`src/rtl/ryg_sequence_monitor.sv`:
```
// Passive checker for the two-lane R/Y/G lamp buses: locks to the 4-pattern
// light cycle, reports the cycle position and flags illegal or mistimed sequences.
module ryg_sequence_monitor #(
    parameter int unsigned GREEN_LEN  = 6,
    parameter int unsigned YELLOW_LEN = 2,
    parameter int unsigned PH_W       = 4,
    parameter int unsigned ERR_W      = 8
) (
    input  logic             clk,
    input  logic             rst,
    input  logic [1:0]       R,
    input  logic [1:0]       Y,
    input  logic [1:0]       G,
    input  logic             clr_err,
    output logic             locked,
    output logic [PH_W-1:0]  phase,
    output logic             cycle_done,
    output logic             err_pulse,
    output logic [2:0]       err_code,
    output logic [ERR_W-1:0] err_count
);

    localparam int unsigned MAX_LEN = (GREEN_LEN > YELLOW_LEN) ? GREEN_LEN : YELLOW_LEN;
    localparam int unsigned D_W     = $clog2(MAX_LEN + 1);

    localparam logic [5:0] PAT_P0 = 6'b01_00_10;
    localparam logic [5:0] PAT_P1 = 6'b01_10_00;
    localparam logic [5:0] PAT_P2 = 6'b10_00_01;
    localparam logic [5:0] PAT_P3 = 6'b10_01_00;

    localparam logic [2:0] CODE_ILLEGAL = 3'd1;
    localparam logic [2:0] CODE_EARLY   = 3'd2;
    localparam logic [2:0] CODE_LATE    = 3'd3;
    localparam logic [2:0] CODE_ORDER   = 3'd4;

    localparam logic [ERR_W-1:0] ERR_MAX = {ERR_W{1'b1}};

    typedef enum logic {
        HUNT,
        TRACK
    } state_t;

    state_t           state;
    logic [1:0]       p;
    logic [D_W-1:0]   d;
    logic [5:0]       prev;
    logic             prev_valid;

    logic [5:0]       sample_c;
    logic             legal_c;
    logic [1:0]       idx_c;
    logic [D_W-1:0]   len_c;
    logic             err_c;
    logic [2:0]       code_c;
    logic             stay_c;
    logic             adv_c;
    logic             lock_c;

    // Classify the sample and decide what it means for the tracked cycle
    always_comb begin
        sample_c = {R, Y, G};
        legal_c  = 1'b1;
        idx_c    = 2'd0;
        len_c    = p[0] ? D_W'(YELLOW_LEN) : D_W'(GREEN_LEN);
        err_c    = 1'b0;
        code_c   = 3'd0;
        stay_c   = 1'b0;
        adv_c    = 1'b0;
        lock_c   = 1'b0;

        case (sample_c)
            PAT_P0:  idx_c = 2'd0;
            PAT_P1:  idx_c = 2'd1;
            PAT_P2:  idx_c = 2'd2;
            PAT_P3:  idx_c = 2'd3;
            default: legal_c = 1'b0;
        endcase

        if (!legal_c) begin
            err_c  = 1'b1;
            code_c = CODE_ILLEGAL;
        end else if (state == TRACK) begin
            if (idx_c == p) begin
                if (d < len_c) begin
                    stay_c = 1'b1;
                end else begin
                    err_c  = 1'b1;
                    code_c = CODE_LATE;
                end
            end else if (idx_c == p + 2'd1) begin
                if (d == len_c) begin
                    adv_c = 1'b1;
                end else begin
                    err_c  = 1'b1;
                    code_c = CODE_EARLY;
                end
            end else begin
                err_c  = 1'b1;
                code_c = CODE_ORDER;
            end
        end else begin
            lock_c = prev_valid && (prev == PAT_P3) && (sample_c == PAT_P0);
        end
    end

    // State, tracking registers and all registered outputs
    always_ff @(posedge clk) begin
        if (rst) begin
            state      <= HUNT;
            p          <= 2'd0;
            d          <= '0;
            prev       <= 6'd0;
            prev_valid <= 1'b0;
            locked     <= 1'b0;
            phase      <= '0;
            cycle_done <= 1'b0;
            err_pulse  <= 1'b0;
            err_code   <= 3'd0;
            err_count  <= '0;
        end else begin
            prev       <= sample_c;
            prev_valid <= 1'b1;
            cycle_done <= 1'b0;
            err_pulse  <= 1'b0;

            if (err_c) begin
                err_pulse <= 1'b1;
                err_code  <= code_c;
                if (clr_err) begin
                    err_count <= ERR_W'(1);
                end else if (err_count != ERR_MAX) begin
                    err_count <= err_count + ERR_W'(1);
                end
                state  <= HUNT;
                locked <= 1'b0;
                phase  <= '0;
            end else begin
                if (clr_err) begin
                    err_count <= '0;
                    err_code  <= 3'd0;
                end
                if (lock_c) begin
                    state  <= TRACK;
                    locked <= 1'b1;
                    p      <= 2'd0;
                    d      <= D_W'(1);
                    phase  <= '0;
                end else if (stay_c) begin
                    d     <= d + D_W'(1);
                    phase <= phase + PH_W'(1);
                end else if (adv_c) begin
                    p <= p + 2'd1;
                    d <= D_W'(1);
                    // Wrapping from B yellow back to A green closes one full cycle
                    if (p == 2'd3) begin
                        phase      <= '0;
                        cycle_done <= 1'b1;
                    end else begin
                        phase <= phase + PH_W'(1);
                    end
                end
            end
        end
    end

endmodule

```
`config.mk`:
```
export PLATFORM = sky130hd
export DESIGN_NAME = ryg_sequence_monitor
export DESIGN_NICKNAME = d
export VERILOG_FILES = /design/src/rtl/ryg_sequence_monitor.sv
export SDC_FILE = /design/constraint.sdc
export NUM_CORES = 1
export LEC_CHECK = 0
export BUFFER_PORTS_ARGS = -buffer_cell sky130_fd_sc_hd__buf_2
export CAP_MARGIN = 20
export CORE_MARGIN = 10
export CORE_UTILIZATION = 30
export CTS_BUF_LIST = sky130_fd_sc_hd__clkbuf_4 sky130_fd_sc_hd__clkbuf_8 sky130_fd_sc_hd__clkbuf_16
export DETAILED_ROUTE_END_ITERATION = 10
export PLACE_DENSITY = 0.47
export RECOVER_POWER = 100
export SYNTH_ARGS = -nofsm -noshare
export SYNTH_HDL_FRONTEND = slang
export SYNTH_SLANG_ARGS = --single-unit
export TNS_END_PERCENT = 20
```
`constraint.sdc`:
```
create_clock -name clk -period 2.5 [get_ports clk]
set_input_delay 0.375 -clock clk [delete_from_list [all_inputs] [get_ports clk]]
set_output_delay 0.375 -clock clk [all_outputs]
set_load 0.1 [all_outputs]
```
==> results of run 1 <==
## kinds of logic after synthesis
group                      Yosys count  share of synthesized area (%)
xor gates and xnor gates             7                           3.87
muxes                                7                           4.42
DFF                                 30                           37.9
AOI/OAI and AO/OA                   29                           12.9
and+or+nand+nor                     90                           34.0
buffers and inverters                9                           2.21
adders and majority gates            6                           4.74
## routing by layer
layer | part of all wire [%] | track usage [%] | wire length, um | vias up
met4 | 1.7 | 3.86 | 63 | 0
met1 | 50 | 10.8 | 1900 | 585
met5 | 0 | 0 | 0 | -
met2 | 42 | 13.9 | 1600 | 20
li1 | - | - | - | 706
met3 | 5.7 | 3.55 | 216 | 5
## area by class of cell
type	count	area, sq um	share of cell area (%)
well taps	70	87.6	4.65
flip-flops and latches	30	601	31.9
clock buffers	8	110	5.84
repair buffers	29	121	6.44
inverters	5	18.8	0.996
multi-input cells	139	946	50.2
## stage by stage
step	power, uW	hold slack (ns)	utilization [%]	std cells	setup WS, ns
floorplan	580	0.476	-	178	0.162
global placement	609	0.481	35.4	273	0.0945
detailed placement	608	0.485	35.4	273	0.102
CTS	1070	0.369	37.6	281	0.317
global route	1090	0.390	36.9	281	0.0908
finish	1050	0.379	36.9	281	0.255
## worst min-delay path by stage
stage / start / to / slack [ns] / cells past startpoint
4_1_cts: R[0] / prev[4] / 0.37 / 2
3_5_place_dp: phase[3] / phase[3] / 0.48 / 2
3_3_place_gp: phase[3] / phase[3] / 0.48 / 2
2_1_floorplan: rst / prev_valid / 0.48 / 1
6_report: R[0] / prev[4] / 0.38 / 2
5_1_grt: R[1] / prev[5] / 0.39 / 2
## worst max-delay path: stages, from the launching register on
cell and delay (ns):
dfxtp_1 0.44, ha_1 0.30, or3_1 0.41, nand4_2 0.13, or2b_1 0.26, nand3_4 0.15, a211oi_2 0.27, mux2i_1 0.21
## state kept, by name, indices dropped and copies added (netlist names)
signal      count
phase           4
p               2
err_count       8
d               3
cycle_done      1
err_code        3
prev            6
err_pulse       1
prev_valid      1
state           1
## report_power, final
| part | internal [uW] | switching, uW |
|---|---|---|
| Sequential | 489 | 5.98 |
| Clock | 278 | 181 |
| Combinational | 26.2 | 73.0 |
## cells in the mapped netlist, types with 3 or more instances
cell type | count | area share [%]
dfxtp_1 | 30 | 38
nor2_1 | 19 | 4.5
nand2_1 | 14 | 3.3
a21oi_1 | 8 | 2.5
nor2b_1 | 8 | 3.2
mux2i_1 | 7 | 4.4
nor3_1 | 7 | 2.2
ha_1 | 6 | 4.7
nand3_1 | 6 | 1.9
or3_1 | 6 | 2.4
inv_1 | 5 | 1.2
nand4_1 | 5 | 2.0
xor2_1 | 5 | 2.8
nor4bb_1 | 4 | 2.5
a32oi_1 | 3 | 1.7
clkbuf_1 | 3 | 0.71
o21ai_1 | 3 | 0.95
o21ai_2 | 3 | 1.7
==> results.yml, run 1 <==
finish:
  fillCellCount: 557
  layout-drive-gt1-share_pct: 13.7
  design_area_sq_mm: 0.00188
  final_cell_mix: "dfxtp_1, clkbuf_1, nor2_1, nand2_1"
  finalNetCount: 225
  insertedDiodeCount: 0
  mostFrequentLayoutCell: "dfxtp_1"
  syn2layout_area_growth_pct: 18.9
clock_tree:
  htreeDepth: 2
  cts_resized: 0
  path_clk_slew_ns: 0.07
  clock-root-buffer: "clkbuf_8"
  clock_latency_ns: 0.28
  numCtsBuffers: 5
  clock-sinks: 30
  ctsHoldBuffers: 0
  cts_setup_buffers: 0
  cts_buffer_depth: 2
  cts_tree: "done"
yosys:
  netlist_instances: 178
  ys.flop_type: "dfxtp_1"
  synth-seq-area-share_pct: 37.9
  syn_nets: 193
  yosysWarnings: 0
  synth_area_per_cell_sq_um: 8.91
  synthArstFlopShare_pct: 0
  ys_types: 48
  syn-cell-area_sq_mm: 0.00159
  synth_seq_cells: 30
  synth_edf_count: 0
pwr:
  leakage_uw: 0.000717
  powerDensity_mw_per_mm2: 558
  max-vdd-ir-drop_uv: 180
die:
  die_y_um: 92.7
  die_w_um: 92.7
  initial_utilization_pct: 31.0
  num_rows: 26
  coreArea_sq_mm: 0.00511
  num_io_pins: 27
  die-area_sq_mm: 0.00859
sta:
  drv_slew: 0
  setup-tns-final_ns: 0
  finClkSkew_ns: 0.00427
  slew_headroom_pct: 22.0
  hold_viol_final: 0
  min_period_over_period_pct: 89.8
  tightest_slew_ns: 1.18
  min_period_ns: 2.24
  fmax_ghz: 0.445
  setup_viol_count_final: 0
  grt_setup_unrepaired: "false"
detailed_routing:
  drt-vias-per-instance: 4.68
  routed_wl_um: 3780
  via_count: 1316
  drt_first_pass_iters: 4
  drtIter0Drc: 58
  ant_nets: 0
  drc: 0
  routedWlPerCell_um: 13.4
setup_path:
  start_kind: "flop"
  worstPathArrival_ns: 2.46
  ff2ff_setup_slack_ns: 0.26
  crit_type: "reg -> reg"
  worstSetupStartpoint: "p[0]"
  crit_required_ns: 2.71
  timing.rr.start: "p[0]"
  crit_path_end_kind: "flop"
  cp-endpoint: "err_count[5]"
  reg2reg_depth: 7
  crit_path_max_fanout: 7
  r2r-end: "err_count[5]"
grt:
  grt_pass1_wl_um: 6270
  grt_max_degree: 22
  grt_pass1_vias: 1294
  antenna_found_initial: 0
  grt_overflow: 0
  grtUsageTotal_pct: 8.99
min_path:
  hold_class: "in -> reg"
placement:
  dp_hpwl_um: 2870
  portBuffers: 26
  dpl_cell_area_sq_mm: 0.00181
  gp_congestion: 0.764
run_status:
  run_status: "finished, final reports clean"
flow_run:
  cap_violations: 0
Note: power is estimated with default switching activity, not from simulation.
==> run 2, diff against run 1 <==
--- a/config.mk
+++ b/config.mk
@@ -12,7 +12,8 @@
 export CTS_BUF_LIST = sky130_fd_sc_hd__clkbuf_4 sky130_fd_sc_hd__clkbuf_8 sky130_fd_sc_hd__clkbuf_16
 export DETAILED_ROUTE_END_ITERATION = 10
 export PLACE_DENSITY = 0.47
-export RECOVER_POWER = 100
+export RECOVER_POWER = 25
+export SLEW_MARGIN = 25
 export SYNTH_ARGS = -nofsm -noshare
 export SYNTH_HDL_FRONTEND = slang
 export SYNTH_SLANG_ARGS = --single-unit
==> run 2 against run 1 <==
Effect of this change:
- core utilization is 0.54 points higher
- clock-buffer cell count stayed put
- final cell count stayed put
- critical path depth stayed put
- clock skew is 0.0011 ns lower
- routed wire length is 0.93% lower
==> results.yml, run 2 (same netlist as run 1, synthesis figures left out) <==
run_status:
  run_status: "finished, final reports clean"
die:
  initial_utilization_pct: 31.0
  die_y_um: 92.7
  num_rows: 26
  die_w_um: 92.7
  die-area_sq_mm: 0.00859
  coreArea_sq_mm: 0.00511
  num_io_pins: 27
clock_tree:
  ctsHoldBuffers: 0
  clock-root-buffer: "clkbuf_8"
  cts_buffer_depth: 2
  clock_latency_ns: 0.28
  numCtsBuffers: 5
  clock-sinks: 30
  cts_resized: 0
  cts_setup_buffers: 0
  cts_tree: "done"
  path_clk_slew_ns: 0.07
  htreeDepth: 2
finish:
  layout-drive-gt1-share_pct: 21.3
  largest_reg_flops: 8
  regArea_sq_um: 601
  final_cell_mix: "dfxtp_1, buf_2, nor2_1, nand2_1"
  reg_top3: "err_count x8, prev x6, phase x4"
  insertedDiodeCount: 0
  finalNetCount: 225
  fillCellCount: 547
  mostFrequentLayoutCell: "dfxtp_1"
  syn2layout_area_growth_pct: 20.6
  largest_register: "err_count"
  multi_input_area_sq_um: 950
grt:
  grt_pass1_wl_um: 6270
  grtUsageTotal_pct: 8.99
  grt_pass1_vias: 1294
  grt_max_degree: 22
  antenna_found_initial: 0
  grt_overflow: 0
sta:
  grt_setup_unrepaired: "false"
  slew_headroom_pct: 22.1
  min_period_ns: 2.17
  hold_ws_ns: 0.378
  hold_viol_final: 0
  setup-tns-final_ns: 0
  min_period_over_period_pct: 86.9
  tightest_slew_ns: 1.17
  drv_slew: 0
  finClkSkew_ns: 0.00315
  fmax_ghz: 0.460
  setup_viol_count_final: 0
pwr:
  powerDensity_mw_per_mm2: 551
  leakage_uw: 0.000781
  max-vdd-ir-drop_uv: 180
setup_path:
  crit_path_end_kind: "flop"
  reg2reg_depth: 7
  ff2ff_setup_slack_ns: 0.33
  crit_type: "reg -> reg"
  crit_path_max_fanout: 7
  start_kind: "flop"
  timing.rr.start: "p[0]"
  r2r-end: "err_count[0]"
  worstPathArrival_ns: 2.38
  crit_required_ns: 2.71
detailed_routing:
  ant_nets: 0
  drtIter0Drc: 67
  drt_first_pass_iters: 4
  routed_wl_um: 3740
  drt-vias-per-instance: 4.70
  routedWlPerCell_um: 13.3
  drc: 0
  via_count: 1322
placement:
  portBuffers: 26
  dp_hpwl_um: 2870
  gp_congestion: 0.764
min_path:
  hold_class: "in -> reg"
  hold_path_depth: 2
  hp-start: "R[0]"
  hold_path_end: "prev[4]"
flow_run:
  cap_violations: 0
[run 2: cell count changes in the layout (fill, tap and decap cells not counted)]
cell / delta
o21ai_0: -1
or2b_4: +1
buf_4: +2
buf_2: +13
o21ai_1: +1
or2b_1: -1
clkbuf_1: -15
[run 2: how the worst max path moves through the flow]
| stage | from | to | slack [ns] |
|---|---|---|---|
| 4_1_cts | p[0] | err_count[0] | 0.32 |
| 3_5_place_dp | G[1] | err_count[4] | 0.10 |
| 6_report | p[0] | err_count[0] | 0.33 |
| 3_3_place_gp | G[1] | err_count[5] | 0.09 |
| 5_1_grt | p[0] | err_count[0] | 0.12 |
| 2_1_floorplan | err_count[3] | err_count[0] | 0.16 |
[run 2: layer usage]
metal	vias to the layer above	routed length (um)	GRT usage [%]
met2	20	1600	13.9
li1	706	-	-
met4	0	63	3.86
met1	591	1870	10.8
met3	5	208	3.55
met5	-	0	0
[run 2: through the flow]
step           util [%]  instance area (sq um)  setup WS (ns)  power (uW)  std cells
3_5_place_dp       35.4                   1810          0.102         608        273
6_report           37.4                   1910          0.327        1050        281
3_3_place_gp       35.4                   1810         0.0945         609        273
4_1_cts            37.6                   1920          0.317        1070        281
5_1_grt            37.4                   1910          0.117        1100        281
2_1_floorplan         -                   1590          0.162         580        178
[run 2: final cells by class]
class                      count  area share (%)
sequential                    30            31.4
clock buffer                   8            5.76
multi-input combinational    139            49.7
inverter                       5           0.982
timing repair buffer          29            7.59
tap                           70            4.58
[run 2: worst max-delay path: stages, from the launching register on]
cell	delay (ns)
dfxtp_1	0.44
ha_1	0.30
a21oi_1	0.28
nand3_1	0.16
o21ai_2	0.23
o22ai_2	0.17
or3b_1	0.38
a21oi_1	0.14
[run 2: where the power goes]
group | switching, uW | internal [uW]
combinational | 72.9 | 27.7
clock | 180 | 278
sequential | 5.90 | 489
total | 259 | 794
==> run 3, diff against run 2 <==
==> constraint.sdc (replaced) <==
create_clock -name clk -period 2.65 [get_ports clk]
set_input_delay 0.3975 -clock clk [delete_from_list [all_inputs] [get_ports clk]]
set_output_delay 0.3975 -clock clk [all_outputs]
set_load 0.1 [all_outputs]
==> run 3 against run 2 <==
Effect of this change:
- via count grew 2.5%
- register-to-register slack better by 0.12 ns
- power decreased by 9.3%
- flip-flop and latch count unchanged
- maximum frequency down 1.6%
- worst setup slack improved by 0.12 ns
- sequential share of layout area is 0.37 points higher
- clock skew grew 0.0022 ns
- final cell count is 0.36% lower
- largest power group unchanged
- highest routed layer unchanged
==> results.yml, run 3 (same netlist as run 1, synthesis figures left out) <==
sta:
  min_period_over_period_pct: 83.3
  slew_headroom_pct: 21.2
  tightest_slew_ns: 1.19
  min_period_ns: 2.21
  setup_viol_count_final: 0
  setup-tns-final_ns: 0
  finClkSkew_ns: 0.00536
  grt_setup_unrepaired: "false"
  drv_slew: 0
  hold_viol_final: 0
  fmax_ghz: 0.453
grt:
  grt_overflow: 0
  grt_pass1_wl_um: 6600
  grt_pass1_vias: 1343
  grt_max_degree: 22
  grtUsageTotal_pct: 9.42
  antenna_found_initial: 0
finish:
  reg_top3: "err_count x8, prev x6, phase x4"
  largest_reg_flops: 8
  fillCellCount: 564
  stdcell_count: 280
  finalNetCount: 224
  final_cell_mix: "dfxtp_1, buf_2, nor2_1, nand2_1"
  syn2layout_area_growth_pct: 19.2
  insertedDiodeCount: 0
  largest_register: "err_count"
  mostFrequentLayoutCell: "dfxtp_1"
  layout-drive-gt1-share_pct: 21.0
min_path:
  hold_path_end: "prev[1]"
  hold_path_depth: 2
  hold_class: "in -> reg"
  hp-start: "G[1]"
flow_run:
  cap_violations: 0
setup_path:
  crit_required_ns: 2.86
  timing.rr.start: "p[0]"
  crit_type: "reg -> reg"
  cp_top_family: "compound AO/OA/AOI/OAI gates"
  max_stage_delay_ns: 0.46
  cp_num_buf_inv: 0
  ff2ff_setup_slack_ns: 0.44
  cp_cell_sequence: "ha_1 > a21oi_1 > nand3_1 > o21ai_2 > o22ai_2 > or3b_1 > a21oi_1"
  worstPathArrival_ns: 2.42
  crit_top_cell: "a21oi_1"
  start_kind: "flop"
  slowest_stage: "dfxtp_1"
  reg2reg_depth: 7
  crit_path_max_fanout: 7
  crit_path_end_kind: "flop"
  r2r-end: "err_count[0]"
die:
  die-area_sq_mm: 0.00859
  initial_utilization_pct: 31.0
  die_w_um: 92.7
  num_io_pins: 27
  coreArea_sq_mm: 0.00511
  die_y_um: 92.7
  num_rows: 26
clock_tree:
  cts_setup_buffers: 0
  clock-sinks: 30
  cts_tree: "done"
  htreeDepth: 2
  clock-root-buffer: "clkbuf_8"
  cts_resized: 0
  clock_latency_ns: 0.28
  path_clk_slew_ns: 0.07
  ctsHoldBuffers: 0
  numCtsBuffers: 5
  cts_buffer_depth: 2
detailed_routing:
  drc: 0
  drt_first_pass_iters: 4
  routedWlPerCell_um: 14.0
  drt-vias-per-instance: 4.84
  ant_nets: 0
  via_count: 1355
  drtIter0Drc: 77
  routed_wl_um: 3920
run_status:
  run_status: "finished, final reports clean"
pwr:
  leakage_uw: 0.000771
  max-vdd-ir-drop_uv: 165
  powerDensity_mw_per_mm2: 505
placement:
  portBuffers: 26
  gp_congestion: 0.793
  dp_hpwl_um: 2930
  dp_cells: 272
==> run 3: worst max-delay path by stage <==
stage,slack (ns),cells after the start,endpoint,startpoint
after global routing,0.22,7,err_count[0],p[0]
after floorplan,0.31,6,err_count[0],err_count[3]
final,0.44,7,err_count[0],p[0]
after detailed placement,0.22,8,err_count[1],G[1]
after global placement,0.22,8,err_count[5],G[1]
after CTS,0.43,7,err_count[0],p[0]
==> run 3: routing by layer <==
| layer | wire (um) | GRT usage (%) |
|---|---|---|
| met5 | 0 | 0 |
| met4 | 61 | 3.47 |
| met3 | 200 | 3.47 |
| met2 | 1650 | 13.6 |
| met1 | 2010 | 12.5 |
==> run 3: final cells by class <==
class	count	area [sq um]	area share (%)
Clock buffer	7	90.1	4.77
Clock inverter	1	5.00	0.265
Inverter	5	18.8	0.993
Multi-Input combinational cell	139	950	50.3
Sequential cell	30	601	31.8
Tap cell	70	87.6	4.64
Timing Repair Buffer	28	138	7.28
==> run 3: report_power, final <==
group / internal (uW) / total, uW / switching, uW
clock network: 219 / 392 / 173
logic: 26.3 / 95.8 / 69.6
registers: 461 / 467 / 5.63
==> run 3: metrics by stage <==
step / setup WS, ns / hold slack, ns / cell area, sq um / util [%] / total power [uW]
after detailed placement: 0.218 / 0.487 / 1800 / 35.3 / 574
after CTS: 0.434 / 0.390 / 1900 / 37.1 / 968
final: 0.442 / 0.392 / 1890 / 37.0 / 955
after floorplan: 0.312 / 0.485 / 1590 / - / 547
after global placement: 0.216 / 0.482 / 1800 / 35.3 / 574
after global routing: 0.215 / 0.403 / 1890 / 37.0 / 1000
